## config.mk

```make
export PLATFORM = sky130hd
export DESIGN_NAME = inst_fetch_queue_flat
export DESIGN_NICKNAME = d
export VERILOG_FILES = /design/src/rtl/inst_fetch_queue_pkg.sv /design/src/rtl/inst_fetch_queue_if.sv /design/src/rtl/inst_fetch_queue_fetch_fifo.sv /design/src/rtl/inst_fetch_queue.sv /design/src/flat_wrapper.sv
export SDC_FILE = /design/constraint.sdc
export NUM_CORES = 1
export LEC_CHECK = 0
export CAP_MARGIN = 20
export CORE_ASPECT_RATIO = 2
export CORE_MARGIN = 1
export CORE_UTILIZATION = 46
export CTS_CLUSTER_SIZE = 10
export DETAILED_ROUTE_END_ITERATION = 6
export MAX_ROUTING_LAYER = met4
export PLACE_DENSITY = 0.67
export SYNTH_ARGS = -nofsm -noshare
export SYNTH_HDL_FRONTEND = slang
export SYNTH_HIERARCHICAL = 1
export SYNTH_SLANG_ARGS = --single-unit
```

## constraint.sdc

```tcl
create_clock -name clk -period 4.7 [get_ports clk]
set_input_delay 0.94 -clock clk [delete_from_list [all_inputs] [get_ports clk]]
set_output_delay 0.94 -clock clk [all_outputs]
set_load 0.02 [all_outputs]
```

## src/rtl/inst_fetch_queue_pkg.sv

```systemverilog
// Shared types and constants for the instruction fetch queue: FSM encoding,
// queue entry layout, PC step and the NOP word.
package inst_fetch_queue_pkg;

  typedef enum logic [1:0] {
    ST_FETCH   = 2'd0,
    ST_STALL   = 2'd1,
    ST_DISCARD = 2'd2
  } fetch_state_e;

  localparam logic [31:0] PC_INCR  = 32'd4;
  localparam logic [31:0] NOP_WORD = 32'h0000_0000;

  typedef struct packed {
    logic [31:0] pc;
    logic [31:0] word;
  } fetch_entry_t;

  function automatic logic [31:0] align_pc(input logic [31:0] pc);
    return {pc[31:2], 2'b00};
  endfunction

endpackage

```

## src/rtl/inst_fetch_queue_if.sv

```systemverilog
// Core-redirect, instruction-memory and instruction-delivery signals of the
// fetch queue; master is the fetch unit, slave is its environment.
interface inst_fetch_queue_if;
  logic        redirect;
  logic [31:0] redirect_pc;
  logic        mem_req;
  logic [31:0] mem_addr;
  logic        mem_ack;
  logic [31:0] mem_rdata;
  logic        inst_valid;
  logic        inst_ready;
  logic [31:0] inst;
  logic [31:0] inst_pc;

  modport master (
    input  redirect, redirect_pc, mem_ack, mem_rdata, inst_ready,
    output mem_req, mem_addr, inst_valid, inst, inst_pc
  );

  modport slave (
    output redirect, redirect_pc, mem_ack, mem_rdata, inst_ready,
    input  mem_req, mem_addr, inst_valid, inst, inst_pc
  );
endinterface

```

## src/rtl/inst_fetch_queue_fetch_fifo.sv

```systemverilog
// Circular queue of {pc, word} entries with flush priority; the head entry is
// read straight from the storage registers.
module fetch_fifo
  import inst_fetch_queue_pkg::*;
#(
  parameter  int DEPTH = 4,
  localparam int PTR_W = $clog2(DEPTH),
  localparam int CNT_W = PTR_W + 1
) (
  input  logic             clk,
  input  logic             rst,
  input  logic             flush_i,
  input  logic             push_i,
  input  fetch_entry_t     entry_i,
  input  logic             pop_i,
  output logic             full_o,
  output logic             empty_o,
  output logic [CNT_W-1:0] count_o,
  output fetch_entry_t     head_o
);

  localparam logic [CNT_W-1:0] DEPTH_C = CNT_W'(DEPTH);

  fetch_entry_t     mem_q [DEPTH];
  logic [PTR_W-1:0] rd_ptr_q, wr_ptr_q;
  logic [CNT_W-1:0] count_q;
  logic             do_push, do_pop;

  assign full_o  = (count_q == DEPTH_C);
  assign empty_o = (count_q == '0);
  assign count_o = count_q;
  assign head_o  = mem_q[rd_ptr_q];

  assign do_push = push_i && !full_o && !flush_i;
  assign do_pop  = pop_i && !empty_o && !flush_i;

  always_ff @(posedge clk or negedge rst) begin
    if (!rst) begin
      // NOTE: storage is reset so the head presents a NOP at pc 0 out of reset; cheap at this depth.
      for (int i = 0; i < DEPTH; i++) mem_q[i] <= '{pc: '0, word: NOP_WORD};
      rd_ptr_q <= '0;
      wr_ptr_q <= '0;
      count_q  <= '0;
    end else if (flush_i) begin
      rd_ptr_q <= '0;
      wr_ptr_q <= '0;
      count_q  <= '0;
    end else begin
      // NOTE: non-blocking updates keep every register reading its pre-edge value here.
      if (do_push) begin
        mem_q[wr_ptr_q] <= entry_i;
        wr_ptr_q        <= wr_ptr_q + 1'b1;
      end
      if (do_pop) rd_ptr_q <= rd_ptr_q + 1'b1;
      count_q <= count_q + CNT_W'(do_push) - CNT_W'(do_pop);
    end
  end

endmodule

```

## src/rtl/inst_fetch_queue.sv

```systemverilog
// Instruction fetch unit: FETCH/STALL/DISCARD request FSM and fetch PC in
// front of a small in-order instruction queue.
module inst_fetch_queue
  import inst_fetch_queue_pkg::*;
#(
  parameter int          DEPTH    = 4,
  parameter logic [31:0] RESET_PC = 32'h0000_0000
) (
  input logic                clk,
  input logic                rst,
  inst_fetch_queue_if.master bus
);

  localparam int               CNT_W  = $clog2(DEPTH) + 1;
  localparam logic [CNT_W-1:0] LAST_C = CNT_W'(DEPTH - 1);

  fetch_state_e     state_q, state_d;
  logic [31:0]      fetch_pc_q, fetch_pc_d;
  logic [31:0]      hold_addr_q, hold_addr_d;
  logic             push, pop, full, empty;
  logic [CNT_W-1:0] count;
  fetch_entry_t     head;

  assign pop = bus.inst_valid && bus.inst_ready;

  always_comb begin
    // NOTE: every output of this block is defaulted first so no path infers a latch.
    state_d     = state_q;
    fetch_pc_d  = fetch_pc_q;
    hold_addr_d = hold_addr_q;
    push        = 1'b0;
    unique case (state_q)
      ST_FETCH: begin
        if (bus.redirect) begin
          fetch_pc_d = align_pc(bus.redirect_pc);
          if (!bus.mem_ack) begin
            state_d     = ST_DISCARD;
            hold_addr_d = fetch_pc_q;
          end
        end else if (bus.mem_ack) begin
          push       = 1'b1;
          fetch_pc_d = fetch_pc_q + PC_INCR;
          // Stall only if this push fills the last slot with nothing leaving.
          if (count == LAST_C && !pop) state_d = ST_STALL;
        end
      end
      ST_STALL: begin
        if (bus.redirect) begin
          fetch_pc_d = align_pc(bus.redirect_pc);
          state_d    = ST_FETCH;
        end else if (!full || pop) begin
          state_d = ST_FETCH;
        end
      end
      ST_DISCARD: begin
        // The old request stays on the bus until its ack, which is thrown away.
        if (bus.redirect) fetch_pc_d = align_pc(bus.redirect_pc);
        if (bus.mem_ack) state_d = ST_FETCH;
      end
      default: state_d = ST_FETCH;
    endcase
  end

  always_ff @(posedge clk or negedge rst) begin
    if (!rst) begin
      state_q     <= ST_FETCH;
      fetch_pc_q  <= RESET_PC;
      hold_addr_q <= RESET_PC;
    end else begin
      state_q     <= state_d;
      fetch_pc_q  <= fetch_pc_d;
      hold_addr_q <= hold_addr_d;
    end
  end

  fetch_fifo #(.DEPTH(DEPTH)) u_fifo (
    .clk     (clk),
    .rst     (rst),
    .flush_i (bus.redirect),
    .push_i  (push),
    .entry_i ('{pc: fetch_pc_q, word: bus.mem_rdata}),
    .pop_i   (pop),
    .full_o  (full),
    .empty_o (empty),
    .count_o (count),
    .head_o  (head)
  );

  assign bus.mem_req    = (state_q != ST_STALL);
  assign bus.mem_addr   = (state_q == ST_DISCARD) ? hold_addr_q : fetch_pc_q;
  assign bus.inst_valid = !empty;
  assign bus.inst       = head.word;
  assign bus.inst_pc    = head.pc;

endmodule

```

## src/flat_wrapper.sv

```systemverilog
// flat-port wrapper written by rule: the top's interface ports become plain ports
module inst_fetch_queue_flat import inst_fetch_queue_pkg::*;
#(
  parameter int          DEPTH    = 4,
  parameter logic [31:0] RESET_PC = 32'h0000_0000
)
  (clk, rst, bus_redirect, bus_redirect_pc, bus_mem_ack, bus_mem_rdata, bus_inst_ready, bus_mem_req, bus_mem_addr, bus_inst_valid, bus_inst, bus_inst_pc);
  inst_fetch_queue_if bus_i ();
  input logic clk;
  input logic rst;
  input wire logic [$bits(bus_i.redirect)-1:0] bus_redirect;
  input wire logic [$bits(bus_i.redirect_pc)-1:0] bus_redirect_pc;
  input wire logic [$bits(bus_i.mem_ack)-1:0] bus_mem_ack;
  input wire logic [$bits(bus_i.mem_rdata)-1:0] bus_mem_rdata;
  input wire logic [$bits(bus_i.inst_ready)-1:0] bus_inst_ready;
  output wire logic [$bits(bus_i.mem_req)-1:0] bus_mem_req;
  output wire logic [$bits(bus_i.mem_addr)-1:0] bus_mem_addr;
  output wire logic [$bits(bus_i.inst_valid)-1:0] bus_inst_valid;
  output wire logic [$bits(bus_i.inst)-1:0] bus_inst;
  output wire logic [$bits(bus_i.inst_pc)-1:0] bus_inst_pc;
  assign bus_i.redirect = bus_redirect;
  assign bus_i.redirect_pc = bus_redirect_pc;
  assign bus_i.mem_ack = bus_mem_ack;
  assign bus_i.mem_rdata = bus_mem_rdata;
  assign bus_i.inst_ready = bus_inst_ready;
  assign bus_mem_req = bus_i.mem_req;
  assign bus_mem_addr = bus_i.mem_addr;
  assign bus_inst_valid = bus_i.inst_valid;
  assign bus_inst = bus_i.inst;
  assign bus_inst_pc = bus_i.inst_pc;
  inst_fetch_queue #(.DEPTH(DEPTH), .RESET_PC(RESET_PC)) u_core (.clk(clk), .rst(rst), .bus(bus_i));
endmodule
```

**After elaboration in Yosys (flattened, before gate mapping)**

Index checks and enable logic that the tools add are counted.

- Bits in registers: 329
- Latch bits: 0
- RAM bits: 0
- Memory bits (read-only): 0
- Input bits: 69
- Output and inout bits: 98
- Logic and storage cells: 86
- Memories kept: 0

- Add/sub/neg operators: 5
- $mul: 0
- Divide/modulo/power cells: 0
- Order comparisons: 3
- Equality and inequality tests: 11
- Shift-type cells: 0
- Multiplexer cells: 27
- Bitwise logic cells: 4
- Reductions and logical operators: 22

Operators by type and width:

| cell | number |
|---|---|
| $bwmux 256 | 1 |
| $mux 64 | 3 |
| $bmux 64 s2 | 1 |
| $demux 64 s2 | 1 |
| $mux 32 | 4 |
| $pmux 32 s2 | 1 |
| $add 32x3->32 const B | 1 |
| $mux 2 | 11 |
| $logic_and 1x1->1 | 7 |
| $ge 3x3->1 const B | 2 |
| $ne 3x2->1 const B | 2 |
| $ne 3x3->1 const B | 2 |
| $not 2->3 | 2 |
| $pmux 2 s3 | 1 |
| $reduce_and 3->1 | 2 |
| $reduce_bool 2->1 | 3 |
| $reduce_and 5->1 | 1 |
| $add 2x1->2 const B | 2 |
| $logic_not 1->1 | 4 |
| $ne 2x1->1 const B | 2 |
| $add 3x1->3 | 1 |
| $eq 3x2->1 const B | 1 |
| $eq 3x3->1 const B | 1 |
| $logic_not 3->1 | 1 |
| 12 further kinds | 15 |

**Longest topological paths before layout**

Gate-level depths: netlist (run 1).

- Depth in word-level cells: 9
- Gate-level depth with buffers: 13
- Gate-level depth less buffers: 13

**Cells and area by module**

The synthesis (run 1) kept the hierarchy.

Modules (own cells, without submodules):

| module | times used | cells an instance | area an instance (µm²) | seq. area each (µm²) |
|---|---|---|---|---|
| fetch_fifo | 1 | 666 | 12747.2 | 6581.3 |
| inst_fetch_queue | 1 | 370 | 3656.0 | 1551.5 |

**Worst setup path after synthesis (run 1)**

Ideal clock, no wire load.

- Path kind: input to register
- Start: input port bus_redirect
- End: register u_core.u_fifo.count_q[2], in the netlist u_core/u_fifo/count_o[2]
- Setup time: 0.086 ns
- Data arrival time: 2.865 ns
- Data required time: 4.614 ns
- Path slack: 1.748 ns
- Stages: 13
- Path buffers: 1
- Cells stage by stage: clkbuf_1 inv_1 and3_1 and2b_2 nand2_1 ha_1 inv_1 ha_1 inv_1 fa_1 xor2_1 and2_1 nor3_1

- Longest elaborated chain between the ends: 7
- Elaborated cells between the ends (all ways): 9
- Those cells by class: add/sub: 2; mux: 3; reduce/logical: 4

Ends and longest elaborated chain:

| element | RTL line | RTL |
|---|---|---|
| from (decl) | flat_wrapper.sv:11 | `input wire logic [$bits(bus_i.redirect)-1:0] bus_redirect;` |
| $mux 1 | inst_fetch_queue.sv:34 | `if (bus.redirect) begin` |
| $mux 1 | inst_fetch_queue.sv:32 | `unique case (state_q)` |
| named net u_core.push | inst_fetch_queue.sv:20 | `logic push, pop, full, empty;` |
| $logic_and 1x1->1 (2 in series) | inst_fetch_queue_fetch_fifo.sv:34 | `assign do_push = push_i && !full_o && !flush_i;` |
| $add 3x1->3 | inst_fetch_queue_fetch_fifo.sv:55 | `count_q <= count_q + CNT_W'(do_push) - CNT_W'(do_pop);` |
| $sub 3x1->3 | inst_fetch_queue_fetch_fifo.sv:55 |  |
| $mux 3 | inst_fetch_queue_fetch_fifo.sv:44 | `end else if (flush_i) begin` |
| to (signal assigned) | inst_fetch_queue_fetch_fifo.sv:55 |  |
| to (decl) | inst_fetch_queue_fetch_fifo.sv:26 | `logic [CNT_W-1:0] count_q;` |

The timed path passes the listed nets, and every way through them passes these cells.
A chain may end at the register's enable or synchronous reset.

**Worst setup path after layout (run 1)**

- Start: register u_core.state_q[0]
- End: output port bus_mem_addr[12]

- Longest elaborated chain between the ends: 2

Ends and longest elaborated chain:

| element | RTL line | RTL |
|---|---|---|
| from (decl) | inst_fetch_queue.sv:17 | `fetch_state_e state_q, state_d;` |
| from (signal assigned) | inst_fetch_queue.sv:70 | `state_q <= state_d;` |
| $eq 2x2->1 | inst_fetch_queue.sv:90 | `assign bus.mem_addr = (state_q == ST_DISCARD) ? hold_addr_q : fetch_pc_q;` |
| $mux 32 | inst_fetch_queue.sv:90 |  |
| to (decl) | flat_wrapper.sv:17 | `output wire logic [$bits(bus_i.mem_addr)-1:0] bus_mem_addr;` |

No other way between the ends.

==> results summary, run 1 <==
After the first detailed-routing iteration, the DRC count stood at 371. The netlist area before placement came out at 16400 um^2. The number of distinct standard cells referenced by the synthesized netlist is 63. The flow ran to the end, and the final reports show no timing, DRC or antenna violations. The number of vias per cell came out at 5.64. The footprint of the multi-input gates is 7490 um^2. The post-CTS setup buffer count came out at 0. The area growth from synthesis to layout is 16.6%.

The sum of negative setup slack is 0 ns. STA puts the critical path data required time at 3.76 ns. For this run, the share of the core covered by cells in the final layout is 0.545.

The min-delay analysis places its worst path in the category primary input to asynchronous set/reset pin. The post-synthesis cell count is 1036. The number of levels the H-tree was split into is 2. The die covers 36500 um^2.

The via count of the first global-routing pass came out at 10100. The I/O pin count is 167. The worst ir drop on vdd is 0.000478 V. The initial standard-cell utilization of the core is 0.468. STA classifies the critical path startpoint as a flop.

The worst slew margin relative to its limit came out at 0.337. The global-route wire length before repair came out at 58200 um. The area of the core is 35100 um^2.

The final number of hold-violating endpoints came out at 0. The post-cts hold buffer count came out at 0. The worst register-to-register path begins at u_core/state_q[0].

The library cell used most frequently in the layout, excluding fill and tap cells, is dfrtp_1. The number of buffer cells added on primary ports came out at 162. The number of buffers between clock root and the deepest sink came out at 3. The worst setup path is captured at an output port. The post-route clock period utilization is 0.816. Synthesis inferred 325 register bits.

The sequential cells in the finished layout cover a total of 8140 um^2. The width of the chip is 136 um. For the pin with the worst max-slew slack, the measured transition is 0.994 ns.

The estimated wirelength of the detail-placed design came out at 23400 um. The most used flip-flop cell after synthesis is dfrtp_1. A synthesized cell averages 15.8 um^2. The final critical delay including setup and external delays came out at 3.84 ns. In this run the critical register-to-register path is captured at u_core/u_fifo/count_o[2].

At the end of routability-driven placement, the weighted congestion stood at 0.827. The startpoint-to-endpoint class of the critical path is flop to output port. Setup violations remaining at the end of the flow were counted as 0. The global-route congestion overflow total is 0. CTS placed an instance of clkbuf_16 at the clock tree root. The yosys synthesis warning count is 6. The clock insertion delay at the later pin of the skew report is 0.52 ns. In the final routed layout, each cell accounts on average for 22.4 um. The tightest hold path in the finished design has a slack of 0.475 ns. Tracing the worst setup path back leads to its startpoint at u_core/state_q[0]. The number of buffers created by CTS came out at 38. The share of the Yosys chip area taken by registers is 0.496. The clock tree from TritonCTS is done.

Clock tree synthesis found a total of 325 sinks. The number of cells traversed by the worst register-to-register path came out at 13. The overall global routing resource usage is 0.215. The count of maximum capacitance violations is 0. The pin count of the biggest net entering global routing came out at 109.

The number of antenna violations at the first check in global routing came out at 0. The library cells used most frequently in the layout, excluding fill and tap cells, are dfrtp_1, mux2_4, clkdlybuf4s50_1, mux4_2, mux2_2. The number of max-slew violations in the final report came to 0. The number of detailed-route iterations in the first pass is 4. The number of resized instances in the post-cts repair step is 0. The die height came out at 269 um. The highest clock frequency the design can meet came out at 261 MHz. The number of enable flip-flop cells after synthesis came out at 0. The wire length reported by the detailed router came out at 36700 um.

The filler cells instantiated in the layout total 2875. Summed over all cells, the static leakage comes to 8.29 nW. Clock-pin slew was measured on the worst setup and hold paths at 0.06 ns.

The number of vias in the routed layout came out at 9268. The power density relative to cell area is 598 nW/um^2. The worst-path maximum fanout is 33. The proportion of layout cells with a drive suffix above 1 came out at 0.376. The post-layout net count came out at 1275. Across all register-to-register paths, the minimum setup slack is 1.97 ns. The async set or reset register ratio after synthesis is 1.00. The detailed-route DRC error count came out at 0. The standard-cell row count came out at 97. Setup repair after global routing left no endpoint under its margin. The critical path data arrival time came out at 2.90 ns. Across the routed clock network, the largest skew measured is 0.0206 ns. The count of inserted antenna diode cells came out at 0.

The post-route antenna net violation count is 0.
-- synthesized netlist by cell type (all sizes together) (2+ instances only) --
library cell | n | area, um^2
and3 | 11 | 88.8
a31oi | 4 | 25.0
nand2 | 31 | 116
nor3 | 14 | 75.1
and2 | 4 | 26.3
nand3 | 12 | 65.1
inv | 13 | 48.8
a311oi | 3 | 26.3
or3 | 6 | 42.5
mux4 | 64 | 1440
ha | 10 | 125
o22a | 2 | 17.5
xor2 | 3 | 26.3
nor2 | 21 | 81.3
dfrtp | 325 | 8130
nand4b | 2 | 17.5
nor2b | 3 | 18.8
a41o | 3 | 30.0
buf | 54 | 697
and4 | 6 | 52.6
clkbuf | 21 | 78.8
nor4 | 4 | 25.0
mux2 | 313 | 4430
a211oi | 4 | 30.0
a221oi | 3 | 26.3
or2 | 3 | 18.8
nand4 | 4 | 25.0
o21ai | 24 | 120
o31ai | 2 | 15.0
o311ai | 2 | 25.0
a21o | 3 | 22.5
mux2i | 7 | 70.1
a2bb2oi | 2 | 23.8
o221ai | 2 | 17.5
o22ai | 9 | 56.3
a32oi | 2 | 17.5
a21oi | 30 | 154
-- state kept, by name, summed over array words and instances, names as in the netlist --
name and count:
u_core/fetch_pc_q 30, u_core/hold_addr_q 30, u_core/state_q 2, u_core/u_fifo/count_o 3, u_core/u_fifo/mem_q 256, u_core/u_fifo/rd_ptr_q 2, u_core/u_fifo/wr_ptr_q 2
-- cell families after synthesis --
logic type      after synthesis  synth area share
buf+inv                      88            0.0503
simple gates                124            0.0416
compound gates              100            0.0397
fa+ha+maj                    11           0.00885
flops                       325             0.496
xor+xnor                      3           0.00160
mux                         384             0.362
other cells                   1          0.000229
-- layer usage --
layer / wire length, um / track usage / vias to the layer above
met3: 1290 / 0.0278 / 74
met5: 0 / - / -
li1: - / - / 4123
met2: 19300 / 0.368 / 235
met4: 1180 / 0.0832 / 0
met1: 15000 / 0.257 / 4836
-- report_power, final --
| group | switching, W | total (W) | internal (W) |
|---|---|---|---|
| combinational | 0.00191 | 0.00441 | 0.00250 |
| clock | 0.00108 | 0.00256 | 0.00148 |
| sequential | 0.000806 | 0.00447 | 0.00366 |
-- worst max-delay path, stage by stage, from the launching register on --
cell             delay [ns]
dfrtp_1                0.39
inv_1                  0.11
ha_2                   0.86
mux2_2                 0.46
clkdlybuf4s50_1        0.55
-- worst max-delay path by stage --
stage	slack, ns	to
floorplan	1.75	u_core/u_fifo/count_o[2]
global placement	1.17	u_core/u_fifo/count_o[2]
detailed placement	1.09	u_core/u_fifo/count_o[2]
CTS	0.82	bus_mem_addr[6]
global route	0.76	bus_mem_addr[6]
finish	0.86	bus_mem_addr[12]
-- final cells by class --
cell class / count / area share
clock buffer: 41 / 0.0519
clock inverter: 2 / 0.000719
inverter: 13 / 0.00255
multi-input combinational: 632 / 0.392
sequential: 325 / 0.426
tap: 445 / 0.0291
timing repair buffer: 185 / 0.0986
-- stage by stage --
step                      area, um^2  std cells  setup WS (ns)  power, W
after floorplan                16400       1045           1.75   0.00721
after global placement         18100       1600           1.17   0.00882
after detailed placement       18100       1600           1.09   0.00894
after CTS                      19100       1643          0.817    0.0116
after global routing           19100       1643          0.764    0.0121
final                          19100       1643          0.864    0.0114
No activity file was read; power rests on OpenSTA's default activity.
==> inputs of run 2 (changes only) <==
==> constraint.sdc (replaced) <==
create_clock -name clk -period 3.88 [get_ports clk]
set_input_delay 0.776 -clock clk [delete_from_list [all_inputs] [get_ports clk]]
set_output_delay 0.776 -clock clk [all_outputs]
set_load 0.02 [all_outputs]
==> run 2 against run 1 <==
  * Cell area rose by 0.71%
  * Hold slack got worse by 0.30 ns
  * Worst setup slack got worse by 0.51 ns
  * First-iteration DRC count fell by 0.27%
  * Via count rose by 0.41%
  * Global-route usage rose by 0.38 points
  * Non-clock buffer count rose by 6
  * Sequential power rose by 21%
  * Flip-flop and latch count did not move
  * Combinational power rose by 23%
  * Utilization rose by 0.39 points
  * Count of clock-buffer cells in the layout fell by 1
  * Critical path type unchanged
  * Largest cell class unchanged
==> results summary, run 2 (synthesized netlist as in run 1, its figures left out) <==
The run finished with clean final reports. The estimated wirelength of the detail-placed design is 23900 um (+2.5%). The pin count of the biggest net entering global routing is 102 (-6.4%). The clock tree from TritonCTS is done. The number of detailed-route iterations in the first pass came out at 5 (+1). The final cell utilization of the core is 0.549 (+0.00385).

The share of power burned in the clock network is 0.227 (+0.003). The violation count after the first detailed-routing iteration came out at 370 (-0.27%). The sum of negative setup slack came to 0 ns (unchanged). The final critical delay including setup and external delays came out at 3.53 ns. The wire length reported by the detailed router came to 37300 um (+1.6%).

The switching part of the total power came out at 0.336 (+0.00442). The global-route wire length before repair came out at 59500 um (+2.3%). The proportion of power drawn by combinational gates came out at 0.389 (+0.004). Ranked by flip-flop count, first place goes to u_core/u_fifo/mem_q. The clock sink count is 325 (unchanged).

The worst setup skew after layout came out at 0.0190 ns (-0.00158 ns). The start of the worst register-to-register path is u_core/state_q[0]. The number of vias in the routed layout came out at 9306 (+0.41%). The critical path is of the flop to output port type. The post-layout worst setup margin is 0.351 ns (-0.513 ns). The reported leakage power came out at 8.35 nW (+0.65%). The number of max-slew violations in the final report is 0 (unchanged). The internal power of the cells came out at 0.00930 W (+22%). The die height is 269 um (unchanged). The post-layout net count is 1281 (+0.47%). The highest clock frequency the design can meet came out at 283 MHz. The sequential group share of total power is 0.385 (-0.006). The I/O pin count is 167 (unchanged). The register-to-register setup slack is 1.14 ns (-0.83 ns).

Dividing the final minimum period by the clock period gives 0.909. The area growth from synthesis to layout is 17.5%. The initial standard-cell utilization of the core is 0.468 (unchanged). The worst ir drop on vdd came out at 0.000494 V (+3.3%).

Setup repair after global routing left no endpoint under its margin. The transition time at the pin with the least slew margin is 0.635 ns (-0.359 ns). The post-route antenna net violation count is 0 (unchanged). The average routed wire per standard cell came out at 22.6 um (+1.1%).

The footprint of the multi-input gates came out at 7490 um^2 (unchanged). The post-layout instance area is 19300 um^2 (+0.71%). The leading cell type in the layout, fill and taps excluded is dfrtp_1.

The type of the tightest min-delay check is primary input to asynchronous set/reset pin. The number of antenna violations at the first check in global routing is 0 (unchanged). The standard-cell row count was 97 (unchanged). The largest registers in the layout are u_core/u_fifo/mem_q: 256 flops, u_core/fetch_pc_q: 30 flops, u_core/hold_addr_q: 30 flops. The number of flip-flops in the largest register is 256 (unchanged).

The post-cts hold buffer count came to 0 (unchanged). The sequential cell area was 8140 um^2 (unchanged). The clock transition at the registers of the reported paths came out at 0.06 ns (about the same). The number of buffer cells added on primary ports came to 162 (unchanged). The worst hold slack is 0.175 ns (-0.300 ns).

The count of maximum capacitance violations is 0 (unchanged). The endpoint required time on the critical path came out at 3.10 ns (-0.66 ns). The layout filler cell count is 2814 (-2.1%). The post-CTS setup buffer count came to 0 (unchanged). The number of buffers between clock root and the deepest sink is 3 (unchanged). The worst setup path startpoint is u_core/u_fifo/rd_ptr_q[0]. The clock insertion delay at the later pin of the skew report is 0.53 ns (about the same). The cell area after placement came to 18200 um^2 (+0.66%). The signal on the critical path passes through buf_4 -> mux4_2 -> clkdlybuf4s50_1. The die area is 36500 um^2 (unchanged). The number of resized instances in the post-cts repair step is 0 (unchanged). The power density relative to cell area was 727 nW/um^2 (+22%).

The number of buffers created by CTS is 38 (unchanged). The final weighted congestion in routability-driven placement is 0.828 (+0.11%). In this run the clock root is driven by a clkbuf_16.

The detailed-route DRC error count came to 0 (unchanged). The global-route congestion overflow total came out at 0 (unchanged). The worst setup path is captured at an output port. The net switching component of the power came out at 0.00471 W (+24%). The worst slew margin relative to its limit is 0.573 (+0.235). The number of setup violations in the final report is 0 (unchanged).

The final number of hold-violating endpoints is 0 (unchanged). The setup slack at placement came out at 0.576 ns (-0.518 ns). The count of inserted antenna diode cells came out at 0 (unchanged). The overall global routing resource usage came to 0.219 (+0.00384).

The number of vias per cell is 5.64 (about the same). The number of levels the H-tree was split into is 2 (unchanged). The delay of the slowest critical-path stage came to 0.73 ns (-0.13 ns).

The area of the core came out at 35100 um^2 (unchanged). The worst-path maximum fanout came out at 20 (-39%). The master of the slowest instance on the critical path is dfrtp_4. The number of cells traversed by the worst register-to-register path is 13 (unchanged). The via count of the first global-routing pass came out at 10300 (+2.1%). The endpoint identified for the worst register-to-register timing path is u_core/u_fifo/count_o[2]. The width of the chip is 136 um (unchanged). The library cells used most frequently in the layout, excluding fill and tap cells, are dfrtp_1, mux2_4, clkdlybuf4s50_1, mux4_2, mux2_2. The proportion of layout cells with a drive suffix above 1 is 0.378 (+0.00280). STA classifies the critical path startpoint as a flop. The critical path data arrival time came out at 2.75 ns (-0.15 ns).
[run 2: cell types whose count changed in the layout (fill, tap and decap cells not counted)]
cell       before  now
bufinv_16       0    1
clkbuf_1        1    2
clkbuf_8        1    0
inv_6           1    2
buf_12          7   13
clkinv_2        1    0
clkbuf_16      39   38
clkinv_8        0    1
[run 2: per-layer routing]
layer  GRT usage  vias to the layer above  routed length (um)
met2       0.379                      234               19800
met1       0.260                     4877               15100
met5           -                        -                   0
met4      0.0814                        0                1160
li1            -                     4126                   -
met3      0.0263                       69                1280
[run 2: layout make-up]
type | count | area share
repair buffers | 191 | 0.104
multi-input cells | 632 | 0.389
clock inverters | 4 | 0.00331
inverters | 13 | 0.00253
well taps | 445 | 0.0289
clock buffers | 40 | 0.0497
flip-flops and latches | 325 | 0.423
[run 2: power groups by stage]
| stage | Clock (W) | Combinational [W] | Sequential (W) |
|---|---|---|---|
| 5_1_grt | 0.00340 | 0.00582 | 0.00554 |
| 3_3_place_gp | 0 | 0.00538 | 0.00537 |
| 3_5_place_dp | 0 | 0.00547 | 0.00542 |
| 2_1_floorplan | 0 | 0.00368 | 0.00504 |
| 4_1_cts | 0.00329 | 0.00550 | 0.00539 |
| 6_report | 0.00318 | 0.00544 | 0.00539 |
[run 2: critical path, delay by kind of cell (launching register included)]
kind	cells	cell delay (ns)
DFF	1	0.73
muxes	1	0.60
buffers and inverters	2	0.88
[run 2: how the worst max path moves through the flow]
stage                     depth (start not counted)                       end
final                                             3           bus_inst_pc[27]
after global routing                              3           bus_inst_pc[27]
after CTS                                         3           bus_inst_pc[27]
after detailed placement                         12  u_core/u_fifo/count_o[2]
after global placement                           12  u_core/u_fifo/count_o[2]
after floorplan                                  13  u_core/u_fifo/count_o[2]
[run 2: through the flow]
| stage | cells | power, W |
|---|---|---|
| 2_1_floorplan | 1045 | 0.00873 |
| 3_3_place_gp | 1606 | 0.0107 |
| 3_5_place_dp | 1606 | 0.0109 |
| 4_1_cts | 1650 | 0.0142 |
| 5_1_grt | 1650 | 0.0148 |
| 6_report | 1650 | 0.0140 |
